<file path="config.mk">
export PLATFORM = sky130hd
export DESIGN_NAME = alu_seq
export DESIGN_NICKNAME = d
export VERILOG_FILES = /design/src/rtl/alu_seq.sv
export SDC_FILE = /design/constraint.sdc
export NUM_CORES = 1
export LEC_CHECK = 0
export BUFFER_PORTS_ARGS = -buffer_cell sky130_fd_sc_hd__buf_4
export CAP_MARGIN = 5
export CELL_PAD_IN_SITES_DETAIL_PLACEMENT = 2
export CELL_PAD_IN_SITES_GLOBAL_PLACEMENT = 2
export CORE_ASPECT_RATIO = 1.75
export CORE_UTILIZATION = 28
export CTS_CLUSTER_DIAMETER = 50
export DETAILED_ROUTE_END_ITERATION = 12
export PLACE_DENSITY = 0.85
export SLEW_MARGIN = 20
export SYNTH_ARGS = -nofsm -noshare
export SYNTH_HDL_FRONTEND = slang
export SYNTH_SLANG_ARGS = --single-unit
</file>
<file path="constraint.sdc">
create_clock -name Clock -period 1.9 [get_ports Clock]
set_clock_uncertainty 0.15 [all_clocks]
set_input_delay 0.19 -clock Clock [delete_from_list [all_inputs] [get_ports Clock]]
set_output_delay 0.19 -clock Clock [all_outputs]
set_load 0.03 [all_outputs]
</file>
<file path="src/rtl/alu_seq.sv">
// alu_seq: clocked, parametrised ALU with a Start/Busy/Done handshake.
// WIDTH-bit unsigned operands and a 2*WIDTH-bit registered result/accumulator.
// Single-cycle ops complete at the edge that accepts Start. MUL is a
// shift-add multiply that takes WIDTH cycles.
// Optional feature macro: ALU_SEQ_MUL_EN. When it is defined, the multiplier
// datapath and the MUL state are built. When it is not defined, Function=100
// behaves like the reserved code and Busy is tied low.
module alu_seq #(
  parameter int WIDTH = 4
) (
  input  logic                 Clock,
  input  logic                 Reset,
  input  logic                 Start,
  input  logic [WIDTH-1:0]     A,
  input  logic [WIDTH-1:0]     B,
  input  logic [2:0]           Function,
  output logic                 Busy,
  output logic                 Done,
  output logic [2*WIDTH-1:0]   ALUout
);

  localparam int RW = 2 * WIDTH;

  typedef enum logic [2:0] {
    FN_ADD  = 3'b000,
    FN_ORR  = 3'b001,
    FN_ANDR = 3'b010,
    FN_CAT  = 3'b011,
    FN_MUL  = 3'b100,
    FN_ACC  = 3'b101,
    FN_SUB  = 3'b110,
    FN_RSV  = 3'b111
  } func_e;

  typedef enum logic {
    IDLE = 1'b0,
    MUL  = 1'b1
  } state_e;

  state_e         state;
  state_e         state_nxt;
  logic           single_op;   // accepted Start that completes at this edge
  logic [RW-1:0]  op_result;   // result of the single-cycle op on live inputs
  logic [RW-1:0]  alu_q;
  logic           done_q;
  logic [WIDTH:0] add_sum;
  logic [WIDTH:0] sub_diff;

`ifdef ALU_SEQ_MUL_EN
  localparam int CW = $clog2(WIDTH);
  localparam logic [CW-1:0] CNT_LAST = CW'(WIDTH - 1);

  logic           mul_start;   // accepted Start with Function=MUL
  logic           mul_last;    // edge that folds in the top multiplier bit
  logic [WIDTH-1:0] a_q;
  logic [WIDTH-1:0] b_q;
  logic [CW-1:0]  count;
  logic [RW-1:0]  pp;
  logic [RW-1:0]  pp_sum;
`endif

  // State register; Reset returns to IDLE and aborts any multiply.
  always_ff @(posedge Clock) begin
    // NOTE: Reset is tested inside the clocked block, so it is synchronous.
    // State is updated with non-blocking assignments so that every flop
    // samples the values that were present before the edge.
    if (Reset) state <= IDLE;
    else       state <= state_nxt;
  end

  // Next-state and handshake decode.
  always_comb begin
    // NOTE: Every output of this block is given a default first, so no path
    // leaves a variable unassigned and no latch is inferred.
    state_nxt = state;
    single_op = 1'b0;
`ifdef ALU_SEQ_MUL_EN
    mul_start = 1'b0;
    mul_last  = 1'b0;
`endif
    case (state)
      IDLE: begin
        if (Start) begin
`ifdef ALU_SEQ_MUL_EN
          if (func_e'(Function) == FN_MUL) begin
            mul_start = 1'b1;
            state_nxt = MUL;
          end else begin
            single_op = 1'b1;
          end
`else
          single_op = 1'b1;
`endif
        end
      end
      MUL: begin
`ifdef ALU_SEQ_MUL_EN
        // Start is ignored here. The multiply runs to completion.
        if (count == CNT_LAST) begin
          mul_last  = 1'b1;
          state_nxt = IDLE;
        end
`else
        state_nxt = IDLE;
`endif
      end
      default: state_nxt = IDLE;
    endcase
  end

  // Single-cycle function results, computed from the live operands.
  always_comb begin
    add_sum  = {1'b0, A} + {1'b0, B};
    sub_diff = {1'b0, A} - {1'b0, B};
    op_result = '0;
    case (func_e'(Function))
      FN_ADD:  op_result = {{(WIDTH-1){1'b0}}, add_sum};
      FN_ORR:  op_result = {{(RW-1){1'b0}}, |{A, B}};
      FN_ANDR: op_result = {{(RW-1){1'b0}}, &{A, B}};
      FN_CAT:  op_result = {A, B};
      FN_ACC:  op_result = alu_q + {{WIDTH{1'b0}}, A};
      // The borrow bit sub_diff[WIDTH] is the sign of the true difference.
      FN_SUB:  op_result = {{(WIDTH-1){sub_diff[WIDTH]}}, sub_diff};
      // MUL never reaches here when the multiplier is built. Without it,
      // MUL acts like the reserved code and clears the result.
      FN_MUL,
      FN_RSV:  op_result = '0;
      default: op_result = '0;
    endcase
  end

`ifdef ALU_SEQ_MUL_EN
  // Partial product after folding in the current multiplier bit.
  always_comb begin
    pp_sum = pp;
    if (b_q[count]) pp_sum = pp + ({{WIDTH{1'b0}}, a_q} << count);
  end

  // Multiplier operand latch, bit counter and partial-product accumulator.
  always_ff @(posedge Clock) begin
    if (Reset) begin
      a_q   <= '0;
      b_q   <= '0;
      count <= '0;
      pp    <= '0;
    end else if (mul_start) begin
      a_q   <= A;
      b_q   <= B;
      count <= '0;
      pp    <= '0;
    end else if (state == MUL) begin
      pp    <= pp_sum;
      count <= count + 1'b1;
    end
  end
`endif

  // Result register and Done pulse.
  always_ff @(posedge Clock) begin
    if (Reset) begin
      alu_q  <= '0;
      done_q <= 1'b0;
    end else begin
      done_q <= 1'b0;
      if (single_op) begin
        alu_q  <= op_result;
        done_q <= 1'b1;
      end
`ifdef ALU_SEQ_MUL_EN
      if (mul_last) begin
        alu_q  <= pp_sum;
        done_q <= 1'b1;
      end
`endif
    end
  end

`ifdef ALU_SEQ_MUL_EN
  assign Busy = (state == MUL);
`else
  assign Busy = 1'b0;
`endif
  assign Done   = done_q;
  assign ALUout = alu_q;

endmodule

</file>
# After elaboration in Yosys (flattened, before gate mapping)
# Cells that the tools add are included.
[classes]
add_sub_neg = 3
n_mul = 0
div = 0
order_cmp = 0
n_eq_ne = 7
shift = 0
muxes = 3
bitwise_logic = 0
n_reduce_logical = 4
[ops]
columns = ["op", "count"]
rows = [
  ["one-hot mux 8 bit (7 select lines)", 1],
  ["equality test 3 bit (second input constant)", 4],
  ["adder 8 x 4 -> 8 bit", 1],
  ["AND reduction 8 bit", 1],
  ["OR reduction 8 bit", 1],
  ["equality test 3 x 2 -> 1 bit (second input constant)", 2],
  ["adder 4 x 4 -> 5 bit", 1],
  ["subtractor 4 x 4 -> 5 bit", 1],
  ["equality test 3 x 1 -> 1 bit (second input constant)", 1],
  ["zero test 3 bit", 1],
  ["two-way mux 1 bit", 2],
  ["OR reduction 2 bit", 1],
]
[totals]
regBits = 9
latchBits = 0
ram_bits = 0
rom_bits = 0
input_bits = 14
output_inout_bits = 10
elab_cells = 19
mem_count = 0

# Longest topological paths before layout
[depth]
ltp_word = 3
depth_mapped = 9
depth_no_buf = 9

# Worst setup path after synthesis
# No wires, ideal clock.
[synth_path]
kind = "register -> register"
startpoint = "register alu_q[3], in the netlist ALUout[3]"
endpoint = "register alu_q[5], in the netlist ALUout[5]"
arrival_ns = 1.713
required_ns = 1.633
setup_slack_ns = -0.080
path_stages_with_launch = 7
n_path_buf = 0
synth_period_minus_slack_ns = 1.980
path_cell_list = "dfxtp_1 ha_1 a21o_1 a31oi_1 nor2b_1 a221o_1 a32o_1"
[synth_via]
elab_chain_len = 2
[synth_rtl]
columns = ["element", "line_no", "text"]
rows = [
  ["from (decl)", "44", "logic [RW-1:0] alu_q;"],
  ["from (signal assigned)", "166", "alu_q <= op_result;"],
  ["adder 8 x 4 -> 8 bit", "121", "FN_ACC: op_result = alu_q + {{WIDTH{1'b0}}, A};"],
  ["one-hot mux 8 bit (7 select lines)", "116", "case (func_e'(Function))"],
]
# Every way passes these cells.
# A chain may end at the register's enable or synchronous reset.

# Final worst setup path
[layout_path]
startpoint = "register alu_q[1], in the netlist ALUout[1]"
endpoint = "register alu_q[7], in the netlist ALUout[7]"
# The elaborated chain is that of the path after synthesis.

==> results_dict.tcl <==
set metrics [dict create \
    status "completed" \
    root_buffer "clkbuf_8" \
    synth_cells 139 \
    cts_hold_buf 0 \
    grt_pass1_wl_um 6960 \
    setup_viol 0 \
    synth_nets 168 \
    cts_buffers 3 \
    clock_path_buffers 2 \
    dpl.hpwl_um 3460 \
    post_drt_wl_per_cell_um 20.5 \
    holdCritPathClass "input pin to flip-flop" \
    crit_path_max_fanout 4 \
    die_area_um2 4260 \
    ant_nets 0 \
    nNetsFinal 205 \
    crit_buf_inv 1 \
    io_pins 24 \
    powerDensity_nw_per_um2 515 \
    drcViolationCount 0 \
    tritoncts "done" \
    layout-drive-gt1-share 0.331 \
    drtPass1Iterations 4 \
    slowest_stage "dfxtp_4" \
    num_vias 1264 \
    dpl.cell_count 217 \
    cpPeakStageDelay_ps 360 \
    fin_crit_sh 0.979 \
    grt_overflow 0 \
    clk_latency_ps 250 \
    ys_ff_latch 9 \
    viasPerCell 5.67 \
    placed_area_um2 1420 \
    final_area_um2 1540 \
    cts_max_level 1 \
    max-cap-violations 0 \
    startpoint_type "flip-flop" \
    yosys_warnings 0 \
    die_y_um 85.6 \
    slew_viol_final 0 \
    hold_violations 0 \
    portBuffers 22 \
    post_synth.cell_area_avg_um2 8.05 \
    die_w_um 49.8 \
    synth_edf_count 0 \
    end_kind "flip-flop" \
    cts_sinks 9 \
    drt-total-wl_um 4580 \
    critical_path_class "flip-flop to flip-flop" \
    p_leak_nw 0.690 \
    rsz0062_at_grt "true" \
    start_util 0.289 \
    gp_congestion 0.879 \
    fmax_mhz 538 \
    syn_area_um2 1120 \
    finalCoreUtilization 0.397 \
    cts.clk_slew.worst_paths_ps 60 \
    num_antenna_cells 0 \
    fp.coreArea_um2 3870 \
    path_delay_family "compound AO/OA/AOI/OAI gates" \
    path_cells "ha_4 -> a21o_1 -> a31oi_1 -> nor2b_1 -> buf_4 -> mux2i_1 -> o311ai_1" \
    ys_types 52 \
    drt-initial-drc-count 33 \
    layoutNonFillerInstCount 223 \
    final.min_clock_period_ps 1860 \
    timing.hold.ws_ps 43.9 \
    grt_start_max_net_pins 17 \
    grt_pass1_vias 1448 \
    worstPathRequired_ps 1900 \
    peakVddDrop_mv 0.355 \
    area_growth_pct 37.4 \
    antenna_found_initial 0 \
    synthArstFlopShare 0 \
    yosysSeqAreaShare 0.161 \
    synthFlopType "dfxtp_1" \
    grtUsageTotal 0.218 \
    rows 30 \
    cp.arrival_ps 1860 \
]
[state kept, by name, indices dropped and copies added (netlist names)]
signal	count
ALUout	8
Done	1
[placed cells by master (no fill, tap or decap), types with 3 or more instances in the layout]
cell and instances:
o21ai_1 3, nor2_1 10, dfxtp_1 6, o21ai_0 4, ha_1 9, xnor2_1 3, nor4_1 3, a21o_1 3
clkbuf_8 3, buf_4 39, inv_1 10, nand2_1 5, nor2b_1 9, mux2i_1 3, and3_1 3, a21oi_1 6
nand3_1 6
[final cells by class]
class	instances	area, um^2
Tap cell	48	60.1
Inverter	10	37.5
Fill cell	441	2330
Clock inverter	1	5.00
Timing Repair Buffer	39	293
Clock buffer	3	41.3
Multi-Input combinational cell	113	913
Sequential cell	9	186
[stage by stage]
step | total power [W] | worst slack (ps) | TNS (ps)
after floorplan | 0.000396 | 29.0 | 0
after global placement | 0.000513 | -86.5 | -300
after detailed placement | 0.000532 | -188 | -802
after CTS | 0.000775 | 7.89 | 0
after global routing | 0.000831 | -36.2 | -42.9
final | 0.000792 | 40.7 | 0
[cells by family (layout without fill, tap and decap cells)]
logic type                 after synthesis  count (layout)  share of synthesized area
and+or+nand+nor                         49              49                      0.249
AOI/OAI and AO/OA                       40              40                      0.260
buffers and inverters                   17              53                     0.0705
adders and majority gates               15              15                      0.188
DFF                                      9               9                      0.161
xor gates and xnor gates                 4               4                     0.0313
muxes                                    4               4                     0.0369
other                                    1               1                    0.00335
[synthesized netlist by cell type, types with 2 or more instances]
| master | n | area share |
|---|---|---|
| buf_4 | 3 | 0.020 |
| xnor2_1 | 3 | 0.023 |
| nor4_1 | 3 | 0.017 |
| ha_1 | 12 | 0.13 |
| o21ai_0 | 4 | 0.018 |
| and3_1 | 3 | 0.017 |
| and2b_1 | 2 | 0.013 |
| a211oi_1 | 3 | 0.020 |
| dfxtp_1 | 9 | 0.16 |
| o311ai_1 | 2 | 0.016 |
| nand3_1 | 6 | 0.027 |
| mux2i_1 | 3 | 0.027 |
| and4bb_1 | 2 | 0.022 |
| nand2_1 | 5 | 0.017 |
| fa_1 | 3 | 0.054 |
| o21ai_1 | 3 | 0.013 |
| nor2_1 | 10 | 0.034 |
| buf_2 | 3 | 0.013 |
| nor2b_1 | 9 | 0.050 |
| a21oi_1 | 6 | 0.027 |
| inv_1 | 10 | 0.034 |
| a21o_1 | 3 | 0.020 |
| nor3_1 | 2 | 0.0089 |
| a22oi_1 | 2 | 0.013 |
[final timing paths]
path,from,end,slack (ps),depth (start not counted)
min reg2reg,ALUout[1],ALUout[1],390,2
min,Reset,ALUout[1],40,2
max,ALUout[1],ALUout[7],40,7
max reg2reg,ALUout[1],ALUout[7],40,7
[repair_timing]
| item | in CTS | in global routing |
|---|---|---|
| setup buffers | 0 | 2 |
| gates resized for setup | 2 | 8 |
| setup endpoints to repair | 2 | 4 |
| pin swaps | 0 | 5 |
[per-layer routing]
layer	track usage	vias to the layer above	routed length (um)
met5	0	-	0
met4	0.135	0	80
met3	0.0177	6	105
met2	0.414	24	2600
met1	0.221	648	1780
li1	-	586	-
[power by group]
group / switching (W) / internal [W] / leakage (nW)
sequential: 0.0000146 / 0.000201 / 0.0752
clock: 0.0000922 / 0.000144 / 0.0255
combinational: 0.000190 / 0.000150 / 0.589
total: 0.000296 / 0.000496 / 0.690
No activity file was read; power rests on OpenSTA's default activity.
